**src/rtl/sync_conditioner.sv**
```systemverilog
// Video sync conditioner: per-channel sync cut, black-level clamp/limit, test ramp,
// porch-averaged black level estimation and first-order sigma-delta DAC outputs.
module sync_conditioner #(
   parameter int CHANNELS       = 3,
   parameter int RESOLUTION     = 6,
   parameter int DAC_RESOLUTION = 6,
   parameter int HEADROOM       = 24,
   parameter int AVG_LOG2       = 3
) (
   input  logic                           clk,
   input  logic                           rst,
   input  logic                           ce,
   input  logic                           hsync_n,
   input  logic                           vsync_n,
   input  logic                           porch,
   input  logic [1:0]                     mode,
   input  logic [CHANNELS*RESOLUTION-1:0] samples_i,
   output logic [CHANNELS*RESOLUTION-1:0] cond_o,
   output logic [CHANNELS*RESOLUTION-1:0] blacklevel_o,
   output logic                           valid_o,
   output logic [CHANNELS-1:0]            dac_o
);
   // state | meaning
   // IDLE  | waiting for the first porch sample of a line
   // ACCUM | summing porch samples until 2^AVG_LOG2 have been taken
   // HOLD  | black level updated, waiting for the porch window to close

   localparam int R  = RESOLUTION;
   localparam int D  = DAC_RESOLUTION;
   localparam int AW = RESOLUTION + AVG_LOG2;
   localparam int CW = AVG_LOG2 + 1;
   localparam logic [CW-1:0] CNT_FULL = CW'(1 << AVG_LOG2);
   localparam logic [R:0]    HEAD     = (R+1)'(HEADROOM);
   localparam logic [R:0]    SAT      = {1'b0, {R{1'b1}}};

   typedef enum logic [1:0] {IDLE, ACCUM, HOLD} state_t;

   state_t                         state, state_nx;
   logic [CW-1:0]                  cnt, cnt_nx;
   logic [R-1:0]                   ramp, ramp_nx;
   logic [CHANNELS-1:0][R-1:0]     smp;
   logic [CHANNELS-1:0][R-1:0]     cond, cond_nx;
   logic [CHANNELS-1:0][R-1:0]     black, black_nx;
   logic [CHANNELS-1:0][AW-1:0]    acc, acc_nx;
   logic [CHANNELS-1:0][R:0]       lim;
   logic [CHANNELS-1:0][D:0]       acc_d;
   logic                           sync_act;
   logic                           load, add, done;

   assign smp          = samples_i;
   assign cond_o       = cond;
   assign blacklevel_o = black;
   // Composite sync is active when exactly one of the two syncs is asserted.
   assign sync_act     = hsync_n ^ vsync_n;

   always_comb begin
      state_nx = state;
      cnt_nx   = cnt;
      load     = 1'b0;
      add      = 1'b0;
      done     = 1'b0;
      unique case (state)
         IDLE: begin
            if (ce && porch) begin
               state_nx = ACCUM;
               cnt_nx   = CW'(1);
               load     = 1'b1;
            end
         end
         ACCUM: begin
            if (!porch) begin
               state_nx = IDLE;
            end else if (ce) begin
               cnt_nx = cnt + 1'b1;
               add    = 1'b1;
            end
         end
         HOLD: begin
            if (!porch) state_nx = IDLE;
         end
         default: state_nx = IDLE;
      endcase
      if ((load || add) && cnt_nx == CNT_FULL) begin
         done     = 1'b1;
         state_nx = HOLD;
      end
   end

   always_comb begin
      acc_nx   = acc;
      black_nx = black;
      for (int ch = 0; ch < CHANNELS; ch++) begin
         if (load) acc_nx[ch] = AW'(smp[ch]);
         if (add)  acc_nx[ch] = acc[ch] + AW'(smp[ch]);
         if (done) black_nx[ch] = R'(acc_nx[ch] >> AVG_LOG2);
      end
   end

   always_comb begin
      ramp_nx = sync_act ? '0 : ramp + 1'b1;
      cond_nx = cond;
      lim     = '0;
      for (int ch = 0; ch < CHANNELS; ch++) begin
         lim[ch] = {1'b0, black[ch]} + HEAD;
         if (lim[ch] > SAT) lim[ch] = SAT;
         unique case (mode)
            2'd0: cond_nx[ch] = smp[ch];
            2'd1: cond_nx[ch] = sync_act ? '0 : smp[ch];
            2'd2: begin
               if (sync_act)                      cond_nx[ch] = '0;
               else if (porch)                    cond_nx[ch] = black[ch];
               else if (smp[ch] < black[ch])      cond_nx[ch] = black[ch];
               else if ({1'b0, smp[ch]} > lim[ch]) cond_nx[ch] = lim[ch][R-1:0];
               else                               cond_nx[ch] = smp[ch];
            end
            default: cond_nx[ch] = ramp_nx;
         endcase
      end
   end

   always_ff @(posedge clk or posedge rst) begin
      if (rst) begin
         state   <= IDLE;
         cnt     <= '0;
         acc     <= '0;
         black   <= '0;
         cond    <= '0;
         ramp    <= '0;
         valid_o <= 1'b0;
      end else begin
         state   <= state_nx;
         cnt     <= cnt_nx;
         acc     <= acc_nx;
         black   <= black_nx;
         valid_o <= ce;
         if (ce) begin
            cond <= cond_nx;
            ramp <= ramp_nx;
         end
      end
   end

   // DAC runs every clock from the registered conditioned sample MSBs.
   always_ff @(posedge clk or posedge rst) begin
      if (rst) begin
         acc_d <= '0;
      end else begin
         for (int ch = 0; ch < CHANNELS; ch++)
            acc_d[ch] <= {1'b0, acc_d[ch][D-1:0]} + {1'b0, cond[ch][R-1 -: D]};
      end
   end

   always_comb begin
      dac_o = '0;
      for (int ch = 0; ch < CHANNELS; ch++) dac_o[ch] = acc_d[ch][D];
   end

endmodule

```
**config.mk**
```make
export PLATFORM = sky130hd
export DESIGN_NAME = sync_conditioner
export DESIGN_NICKNAME = d
export VERILOG_FILES = /design/src/rtl/sync_conditioner.sv
export SDC_FILE = /design/constraint.sdc
export NUM_CORES = 1
export LEC_CHECK = 0
export BUFFER_PORTS_ARGS = -buffer_cell sky130_fd_sc_hd__buf_2
export CAP_MARGIN = 20
export CORE_MARGIN = 1.5
export CORE_UTILIZATION = 45
export CTS_CLUSTER_DIAMETER = 100
export DETAILED_ROUTE_END_ITERATION = 7
export RECOVER_POWER = 50
export SKIP_CTS_REPAIR_TIMING = 1
export SLEW_MARGIN = 20
export SYNTH_ARGS = -nofsm -noshare
export SYNTH_HDL_FRONTEND = slang
export SYNTH_SLANG_ARGS = --single-unit
```
**constraint.sdc**
```tcl
create_clock -name clk -period 4 [get_ports clk]
set_clock_uncertainty 0.1 [all_clocks]
set_input_delay 0.2 -clock clk [delete_from_list [all_inputs] [get_ports clk]]
set_output_delay 0.2 -clock clk [all_outputs]
set_load 0.1 [all_outputs]
```
==> impl_metrics.tcl <==
set metrics [dict create \
    antenna_found_initial 0 \
    start_util_pct 46.4 \
    rsz0062_at_grt "false" \
    leakagePower_nw 3.65 \
    ys.flop_type "dfrtp_1" \
    max-vdd-ir-drop_mv 0.305 \
    postSynthAreaPerCell_um2 9.37 \
    clock_latency_ps 350 \
    wl_per_cell_um 17.3 \
    worstPathMaxFanout 7 \
    r2r-start "blacklevel_o[15]" \
    die_area_mm2 0.0158 \
    fill_cells 1343 \
    fp.coreArea_mm2 0.0146 \
    ys_types 63 \
    grt_pass1_wl_um 27800 \
    vias_per_cell 5.79 \
    synth_fp_nets 833 \
    max_cap_viol_count 2 \
    syn_to_final_growth_pct 12.4 \
    fmax_mhz 271 \
    worstMarginPinSlew_ps 2760 \
    gp_congestion 0.864 \
    cp_common_cell "ha_1" \
    cp_cell_sequence "inv_1, ha_1, nand2_1, o21ai_0, a221oi_1, nand2b_1, ha_1, nand3b_1, a21o_1, a21oi_1, mux2_2, a211oi_1, o22a_1" \
    cts_buffers 9 \
    io_buffers 65 \
    synth_cells 722 \
    yosysMostFrequentCell "dfrtp_1" \
    seq_area_mm2 0.00243 \
    synth-edff-count 0 \
    p_per_area_mw_per_mm2 643 \
    slew_headroom_pct -84.0 \
    routed_wl_um 16800 \
    chipWidth_um 126 \
    end_kind "flip-flop" \
    cts.sinks 97 \
    fin_crit_ps 3690 \
    seq_area_frac_synth_pct 35.9 \
    cp_top_family "compound AO/OA/AOI/OAI gates" \
    finalCritPeriodShare_pct 92.3 \
    crit_type "flip-flop to flip-flop" \
    worstSetupStartpoint "blacklevel_o[15]" \
    async_flop_share_pct 100 \
    layout-drive-gt1-share_pct 13.5 \
    cts_tree "yes" \
    synth_top_area_share_pct 35.9 \
    drtIter0Drc 374 \
    synth-seq-cells 97 \
    die_h_um 126 \
    hp-class "input port to flip-flop" \
    grt_overflow 0 \
    fin_util_pct 52.1 \
    fin_tns_setup_ps 0 \
    io_pins 66 \
    clk_pin_slew_worst_paths_ps 70 \
    dp_hpwl_um 12500 \
    htree_levels 3 \
    cpPeakStageDelay_ps 510 \
    netlist_area_mm2 0.00677 \
    nets 896 \
    vias 5639 \
    synth_common_cells "dfrtp_1 (97), ha_1 (79), inv_1 (64)" \
    crit_buf_inv 1 \
    grtUsageTotal_pct 22.0 \
    startpoint_type "flip-flop" \
    num_antenna_cells 0 \
    drv_slew 114 \
    detail-route-antenna-nets 0 \
    synth_area_leader_cell "dfrtp_1" \
    hold_violations 0 \
    crit_slowest_cell "a221oi_1" \
    yosysWarnings 0 \
    setup_viol 0 \
    min_from "samples_i[0]" \
    worst_hold_slack_ps 101 \
    yosys-top-cells-area "dfrtp_1 (36%), ha_1 (15%), a21oi_1 (4.5%), inv_1 (3.6%), nor2_1 (2.9%)" \
    first_global_vias 5588 \
    firstDrtPassIters 5 \
    rows 44 \
    power_w 0.00489 \
    violations "max-capacitance violations, max-slew violations" \
    multi_input_area_mm2 0.00399 \
    status "finished with violations" \
    worstPathArrival_ps 3880 \
    cts_root_buf "clkbuf_16" \
    post-route-drc-count 0 \
    clockBufferDepth 2 \
    required_ps 4190 \
    grt_start_max_net_pins 73 \
]
-- routing by layer --
layer	vias up	global-route usage, %	part of all wire (%)
li1	2769	-	-
met1	2692	30.4	47
met2	153	35.0	45
met3	25	4.04	5.5
met4	0	7.02	2.1
met5	-	0	0
-- worst register-to-register path: stages (launching register included) --
cell and delay (ps):
dfrtp_1 470, inv_1 130, ha_1 360, nand2_1 90, o21ai_0 110, a221oi_1 510
nand2b_1 140, ha_1 200, nand3b_1 150, a21o_1 160, a21oi_1 390, mux2_2 390
a211oi_1 260, o22a_1 160
-- registers in the layout, summed over array words and instances, names as in the netlist --
name,flops
acc,27
valid_o,1
dac_o,3
blacklevel_o,18
ramp,6
state,2
cond_o,18
acc_d,18
cnt,4
-- metrics by stage --
step | setup slack [ps] | std cells | area, um^2
final | 309 | 974 | 7600
after global routing | 14.9 | 974 | 7600
after CTS | 353 | 974 | 7620
after detailed placement | 384 | 958 | 7270
after global placement | 621 | 958 | 7270
after floorplan | 84.6 | 722 | 6770
-- cell families after synthesis --
| kind of cell | after synthesis | share of synthesized area (%) |
|---|---|---|
| flip-flops | 97 | 35.9 |
| multiplexers | 23 | 3.74 |
| XOR/XNOR | 29 | 3.75 |
| buffers and inverters | 85 | 5.21 |
| AND/OR/NAND/NOR | 183 | 13.2 |
| AO/OA/AOI/OAI | 220 | 21.9 |
| adder cells (fa/ha/maj) | 85 | 16.4 |
-- power breakdown --
| group | internal, W | total (W) | switching (W) |
|---|---|---|---|
| clock network | 0.000628 | 0.00101 | 0.000383 |
| registers | 0.00128 | 0.00147 | 0.000197 |
| logic | 0.000876 | 0.00241 | 0.00153 |
| total | 0.00278 | 0.00489 | 0.00211 |
-- path summary, 6_finish.rpt --
path,endpoint,slack [ps],cells after the start
worst max register to register,cond_o[17],310,13
min in group asynchronous,dac_o[2],710,2
max in group asynchronous,dac_o[0],1300,3
worst min register to register,acc_d[14],370,1
worst max-delay path,cond_o[17],310,13
worst min-delay path,acc[0],100,3
-- cell usage in the layout, fill, tap and decap left out, types with 5 or more instances in the layout --
| master | n |
|---|---|
| dfrtp_1 | 97 |
| ha_1 | 79 |
| inv_1 | 64 |
| a21oi_1 | 61 |
| buf_2 | 60 |
| nor2_1 | 52 |
| nand2_1 | 42 |
| o21ai_0 | 33 |
| a21o_1 | 25 |
| nand3_1 | 24 |
| xnor2_1 | 19 |
| mux2_2 | 17 |
| nor3_1 | 14 |
| xor2_1 | 10 |
| a22oi_1 | 9 |
| o21bai_1 | 9 |
| clkbuf_16 | 9 |
| o41ai_1 | 8 |
| a31oi_1 | 8 |
| o221ai_1 | 8 |
| nor4_1 | 7 |
| a221o_1 | 7 |
| clkbuf_1 | 7 |
| nand2b_1 | 6 |
| o22ai_1 | 6 |
| o311ai_0 | 6 |
| fa_1 | 6 |
| buf_4 | 6 |
| or2_2 | 5 |
| mux2i_1 | 5 |
| a211o_1 | 5 |
| nor2b_1 | 5 |
| o21a_1 | 5 |
-- layout make-up --
cell class                      instances  share of cell area (%)
Clock buffer                           11                    3.19
Clock inverter                          5                    1.35
Inverter                               64                    3.16
Multi-Input combinational cell        540                    52.4
Sequential cell                        97                    31.9
Tap cell                              184                    3.03
Timing Repair Buffer                   73                    4.90
No activity file was read; power rests on OpenSTA's default activity.
